`src/rtl/keypad_scan.sv`:
```
// 4x4 active-low matrix keypad scanner with per-key press/release debouncing.
// Rows rotate on a divided scan tick; a single-key column hit freezes the row while it debounces.
module keypad_scan #(
    parameter int unsigned SCAN_DIV = 1000,
    parameter int unsigned DEB_N    = 4
) (
    input  logic       clk,
    input  logic       rst_n,
    output logic [3:0] row,
    input  logic [3:0] col,
    output logic [3:0] key_code,
    output logic       key_valid,
    output logic       key_down
);

    typedef enum logic [1:0] {StScan, StDebounce, StHold, StRelease} state_e;

    state_e      state_q, state_d;
    logic [3:0]  col_meta_q, col_s_q;
    logic [15:0] div_q;
    logic        tick;
    logic [1:0]  row_idx_q, row_idx_d;
    logic [3:0]  cap_q, cap_d;
    logic [3:0]  deb_q, deb_d;
    logic [3:0]  deb_inc;
    logic        deb_done;
    logic [3:0]  col_n;
    logic        one_low;
    logic [1:0]  cap_idx;
    logic [3:0]  code_q, code_d;
    logic        valid_q, valid_d;
    logic        down_q, down_d;

    assign tick     = (div_q == 16'(SCAN_DIV - 1));
    assign col_n    = ~col_s_q;
    assign one_low  = (col_n != 4'd0) && ((col_n & (col_n - 4'd1)) == 4'd0);
    // Saturate rather than wrap so a long run of agreeing ticks can never alias to zero.
    assign deb_inc  = (deb_q == 4'hF) ? deb_q : deb_q + 4'd1;
    assign deb_done = (32'(deb_inc) >= DEB_N);

    assign row       = ~(4'b0001 << row_idx_q);
    assign key_code  = code_q;
    assign key_valid = valid_q;
    assign key_down  = down_q;

    always_comb begin
        case (cap_q)
            4'b1110: cap_idx = 2'd0;
            4'b1101: cap_idx = 2'd1;
            4'b1011: cap_idx = 2'd2;
            4'b0111: cap_idx = 2'd3;
            default: cap_idx = 2'd0;
        endcase
    end

    always_comb begin
        state_d   = state_q;
        row_idx_d = row_idx_q;
        cap_d     = cap_q;
        deb_d     = deb_q;
        code_d    = code_q;
        valid_d   = 1'b0;
        down_d    = down_q;
        if (tick) begin
            case (state_q)
                StScan: begin
                    if (one_low) begin
                        cap_d   = col_s_q;
                        deb_d   = 4'd0;
                        state_d = StDebounce;
                    end else begin
                        row_idx_d = row_idx_q + 2'd1;
                    end
                end
                StDebounce: begin
                    if (col_s_q == cap_q) begin
                        deb_d = deb_inc;
                        if (deb_done) begin
                            state_d = StHold;
                            code_d  = {row_idx_q, cap_idx};
                            valid_d = 1'b1;
                            down_d  = 1'b1;
                        end
                    end else begin
                        state_d   = StScan;
                        row_idx_d = row_idx_q + 2'd1;
                    end
                end
                StHold: begin
                    if (col_s_q == 4'hF) begin
                        deb_d   = 4'd0;
                        state_d = StRelease;
                    end
                end
                StRelease: begin
                    if (col_s_q == 4'hF) begin
                        deb_d = deb_inc;
                        if (deb_done) begin
                            down_d    = 1'b0;
                            state_d   = StScan;
                            row_idx_d = row_idx_q + 2'd1;
                        end
                    end else begin
                        state_d = StHold;
                    end
                end
                default: state_d = StScan;
            endcase
        end
    end

    always_ff @(posedge clk or negedge rst_n) begin
        if (!rst_n) begin
            state_q    <= StScan;
            col_meta_q <= 4'hF;
            col_s_q    <= 4'hF;
            div_q      <= 16'd0;
            row_idx_q  <= 2'd0;
            cap_q      <= 4'hF;
            deb_q      <= 4'd0;
            code_q     <= 4'd0;
            valid_q    <= 1'b0;
            down_q     <= 1'b0;
        end else begin
            state_q    <= state_d;
            col_meta_q <= col;
            col_s_q    <= col_meta_q;
            div_q      <= tick ? 16'd0 : div_q + 16'd1;
            row_idx_q  <= row_idx_d;
            cap_q      <= cap_d;
            deb_q      <= deb_d;
            code_q     <= code_d;
            valid_q    <= valid_d;
            down_q     <= down_d;
        end
    end

endmodule

```
`config.mk`:
```
export PLATFORM = sky130hd
export DESIGN_NAME = keypad_scan
export DESIGN_NICKNAME = d
export VERILOG_FILES = /design/src/rtl/keypad_scan.sv
export SDC_FILE = /design/constraint.sdc
export NUM_CORES = 1
export LEC_CHECK = 0
export CAP_MARGIN = 25
export CELL_PAD_IN_SITES_DETAIL_PLACEMENT = 0
export CELL_PAD_IN_SITES_GLOBAL_PLACEMENT = 1
export CORE_ASPECT_RATIO = 0.8
export CORE_UTILIZATION = 49
export DETAILED_ROUTE_END_ITERATION = 10
export GPL_TIMING_DRIVEN = 0
export PLACE_DENSITY_LB_ADDON = 0.15
export SLEW_MARGIN = 20
export SYNTH_ARGS = -nofsm -noshare
export SYNTH_HDL_FRONTEND = slang
export SYNTH_SLANG_ARGS = --single-unit
```
`constraint.sdc`:
```
create_clock -name clk -period 3.21 [get_ports clk]
set_input_delay 0.642 -clock clk [delete_from_list [all_inputs] [get_ports clk]]
set_output_delay 0.642 -clock clk [all_outputs]
set_load 0.01 [all_outputs]
```
==> impl_metrics.tcl <==
set metrics [dict create \
    status "completed" \
    worstPathRequired_ps 3380 \
    min_path_type "in -> async" \
    power_frac_seq_pct 57.0 \
    die_x_microns 75.3 \
    top_usage_layer "met2" \
    drive_gt1_share_pct 18.5 \
    clockBufferDepth 2 \
    crit_type "reg -> reg" \
    critPathCapture "key_code[0]" \
    overflow 0 \
    ir_drop_mv 0.321 \
    nets 227 \
    final_util_pct 61.8 \
    synth_enable_flop_cells 0 \
    fin_skew_ps 6.58 \
    switchingPower_uw 193 \
    fillers 348 \
    hpwl_mm 2.88 \
    relSlewSlack_pct 54.1 \
    crit_path_max_incr_delay_ps 550 \
    setup_viol 0 \
    cts_root_buffer "clkbuf_8" \
    cts_setup_buffers 0 \
    worst_setup_path_start_kind "flop" \
    cts_max_level 2 \
    worst_slew_pin_slew_ps 682 \
    synth.top_cell.area_share_pct 35.6 \
    drt-total-wl_mm 3.81 \
    end_kind "flop" \
    numCtsBuffers 5 \
    rows 20 \
    use_met1_pct 27.0 \
    syn-cell-area_sq_um 2110 \
    synth.largest_area_cell "dfrtp_1" \
    stdcell_count 271 \
    cts_resized 0 \
    rsz0062_at_grt "no" \
    cp_data_arrival_time_ps 2440 \
    reg2reg_from "col_s_q[3]" \
    cts.reportedPaths.clkPinSlew_ps 80 \
    vias 1486 \
    r2r_end "key_code[0]" \
    power.internal_uw 754 \
    yosysUniqueCellTypes 44 \
    synth_warnings 0 \
    crit_cells 5 \
    path_cells "clkbuf_1, xor2_1, or3_4, or4b_4, a21o_1" \
    initial_core_util_pct 53.3 \
    viasPerCell 5.48 \
    hold_viol_final 0 \
    die_y_microns 60.7 \
    cts_tree "yes" \
    cp_max_fo 9 \
    ys_async_sr_fraction_pct 100 \
    grtUsageTotal_pct 19.0 \
    insertion_delay_ps 280 \
    area_growth_pct 16.0 \
    final_cell_mix "30 x dfrtp_1, 14 x clkdlybuf4s50_1" \
    cp_slowest_cell "or4b_4" \
    grt_max_degree 27 \
    synthTopCellsByArea "dfrtp_1 36%, dfstp_2 15%, xor2_1 4.6%" \
    layout_commonest_cell "dfrtp_1" \
    maxCapViolCount 0 \
    fin_setup_tns_ps 0 \
    drc 0 \
    ys_seq_elements 42 \
    fmax_mhz 441 \
    power_density_nw_per_um2 387 \
    syn_area_per_cell_sq_um 11.0 \
    dr.pass1.iters 4 \
    coreArea_sq_um 3950 \
    leakage_uw 0.00110 \
    grt_pass1_vias 1422 \
    cp-startpoint "col_s_q[3]" \
    antenna_found_initial 0 \
    postCtsHoldBufs 0 \
    ys_seq_area_share_pct 50.6 \
    ios 16 \
    reg2reg_setup_slack_ps 940 \
    grt_util_met3_pct 5.65 \
    slew_viol_final 0 \
    cp.buffers_inverters 1 \
    r2r.worst_path.cells 5 \
    ys.flop_type "dfrtp_1" \
    syn_inst 192 \
    postRouteAntennaNets 0 \
    gr-usage-met2_pct 29.5 \
    p_comb_share_pct 4.5 \
    drt-initial-drc-count 73 \
    period_share_pct 70.7 \
    sw_frac_of_total_pct 20.4 \
    clkPwrFrac_pct 38.5 \
    die_area_sq_um 4570 \
    wl_per_cell_microns 14.1 \
    grt_pass1_wl_mm 6.47 \
    gp_congestion 0.873 \
    cts_sinks 42 \
    finalCriticalPeriod_ps 2270 \
    dp.cells 263 \
    n_antenna_cell 0 \
    crit_family "simple AND/OR/NAND/NOR gates" \
    numPortBuffers 15 \
    synth_nets 204 \
]
[how the worst min path moves through the flow]
stage,from,to,slack [ps],cells past startpoint
final,rst_n,deb_q[0],270,1
after global routing,rst_n,deb_q[0],280,1
after CTS,rst_n,deb_q[0],270,1
after detailed placement,col_meta_q[2],col_s_q[2],350,0
after global placement,col_meta_q[0],col_s_q[0],350,0
after floorplan,rst_n,deb_q[0],350,0
[cell type report]
| class | instances | area, sq um | area share [%] |
|---|---|---|---|
| inverters | 12 | 45.0 | 1.84 |
| clock inverters | 2 | 10.0 | 0.409 |
| flip-flops and latches | 42 | 1070 | 43.6 |
| repair buffers | 16 | 165 | 6.76 |
| multi-input cells | 129 | 940 | 38.4 |
| clock buffers | 6 | 93.8 | 3.84 |
| well taps | 55 | 68.8 | 2.81 |
| plain buffers | 9 | 56.3 | 2.30 |
[power groups by stage]
stage	combinational [uW]	sequential (uW)	clock, uW
2_1_floorplan	21.1	549	0
3_3_place_gp	39.8	549	0
3_5_place_dp	43.7	550	0
4_1_cts	43.7	540	378
5_1_grt	47.1	541	400
6_report	42.9	540	364
[stage by stage]
stage	setup WS (ps)	area, sq um	hold WS, ps	power [uW]
floorplan	1150	2110	345	571
CTS	937	2440	274	961
global route	841	2440	276	988
finish	942	2440	269	947
detailed placement	952	2340	350	594
global placement	547	2330	346	589
[worst register-to-register path, delay by kind of cell (launching register included)]
| family | cells | cell delay, ps |
|---|---|---|
| xor gates and xnor gates | 1 | 200 |
| DFF | 1 | 520 |
| AOI/OAI and AO/OA | 1 | 200 |
| and+or+nand+nor | 2 | 950 |
| buffers and inverters | 1 | 300 |
[synthesized netlist by cell type (7+ instances only)]
library cell,instances
dfrtp_1,30
dfstp_2,12
inv_1,12
nand2_1,12
nor2_1,12
xor2_1,11
and3_1,10
nand4_1,7
xnor2_1,7
[cells by family (layout without fill, tap and decap cells)]
logic type	after synthesis	after routing	synth area share, %
xor+xnor	21	21	9.80
mux	5	5	2.67
buf+inv	21	45	4.81
flops	42	42	50.6
simple gates	64	64	17.2
fa+ha+maj	6	6	3.56
compound gates	33	33	11.3
[flip-flops by register name, summed over array words and instances (netlist names)]
| signal | cells |
|---|---|
| div_q | 16 |
| cap_q | 4 |
| col_meta_q | 4 |
| col_s_q | 4 |
| deb_q | 4 |
| key_code | 4 |
| row_idx_q | 2 |
| state_q | 2 |
| key_down | 1 |
| key_valid | 1 |
[metal layers]
metal | vias to the layer above | wire, microns
met1 | 736 | 1940
met2 | 22 | 1720
met5 | - | 0
met4 | 0 | 17
li1 | 726 | -
met3 | 2 | 133
Note: power is estimated with default switching activity, not from simulation.
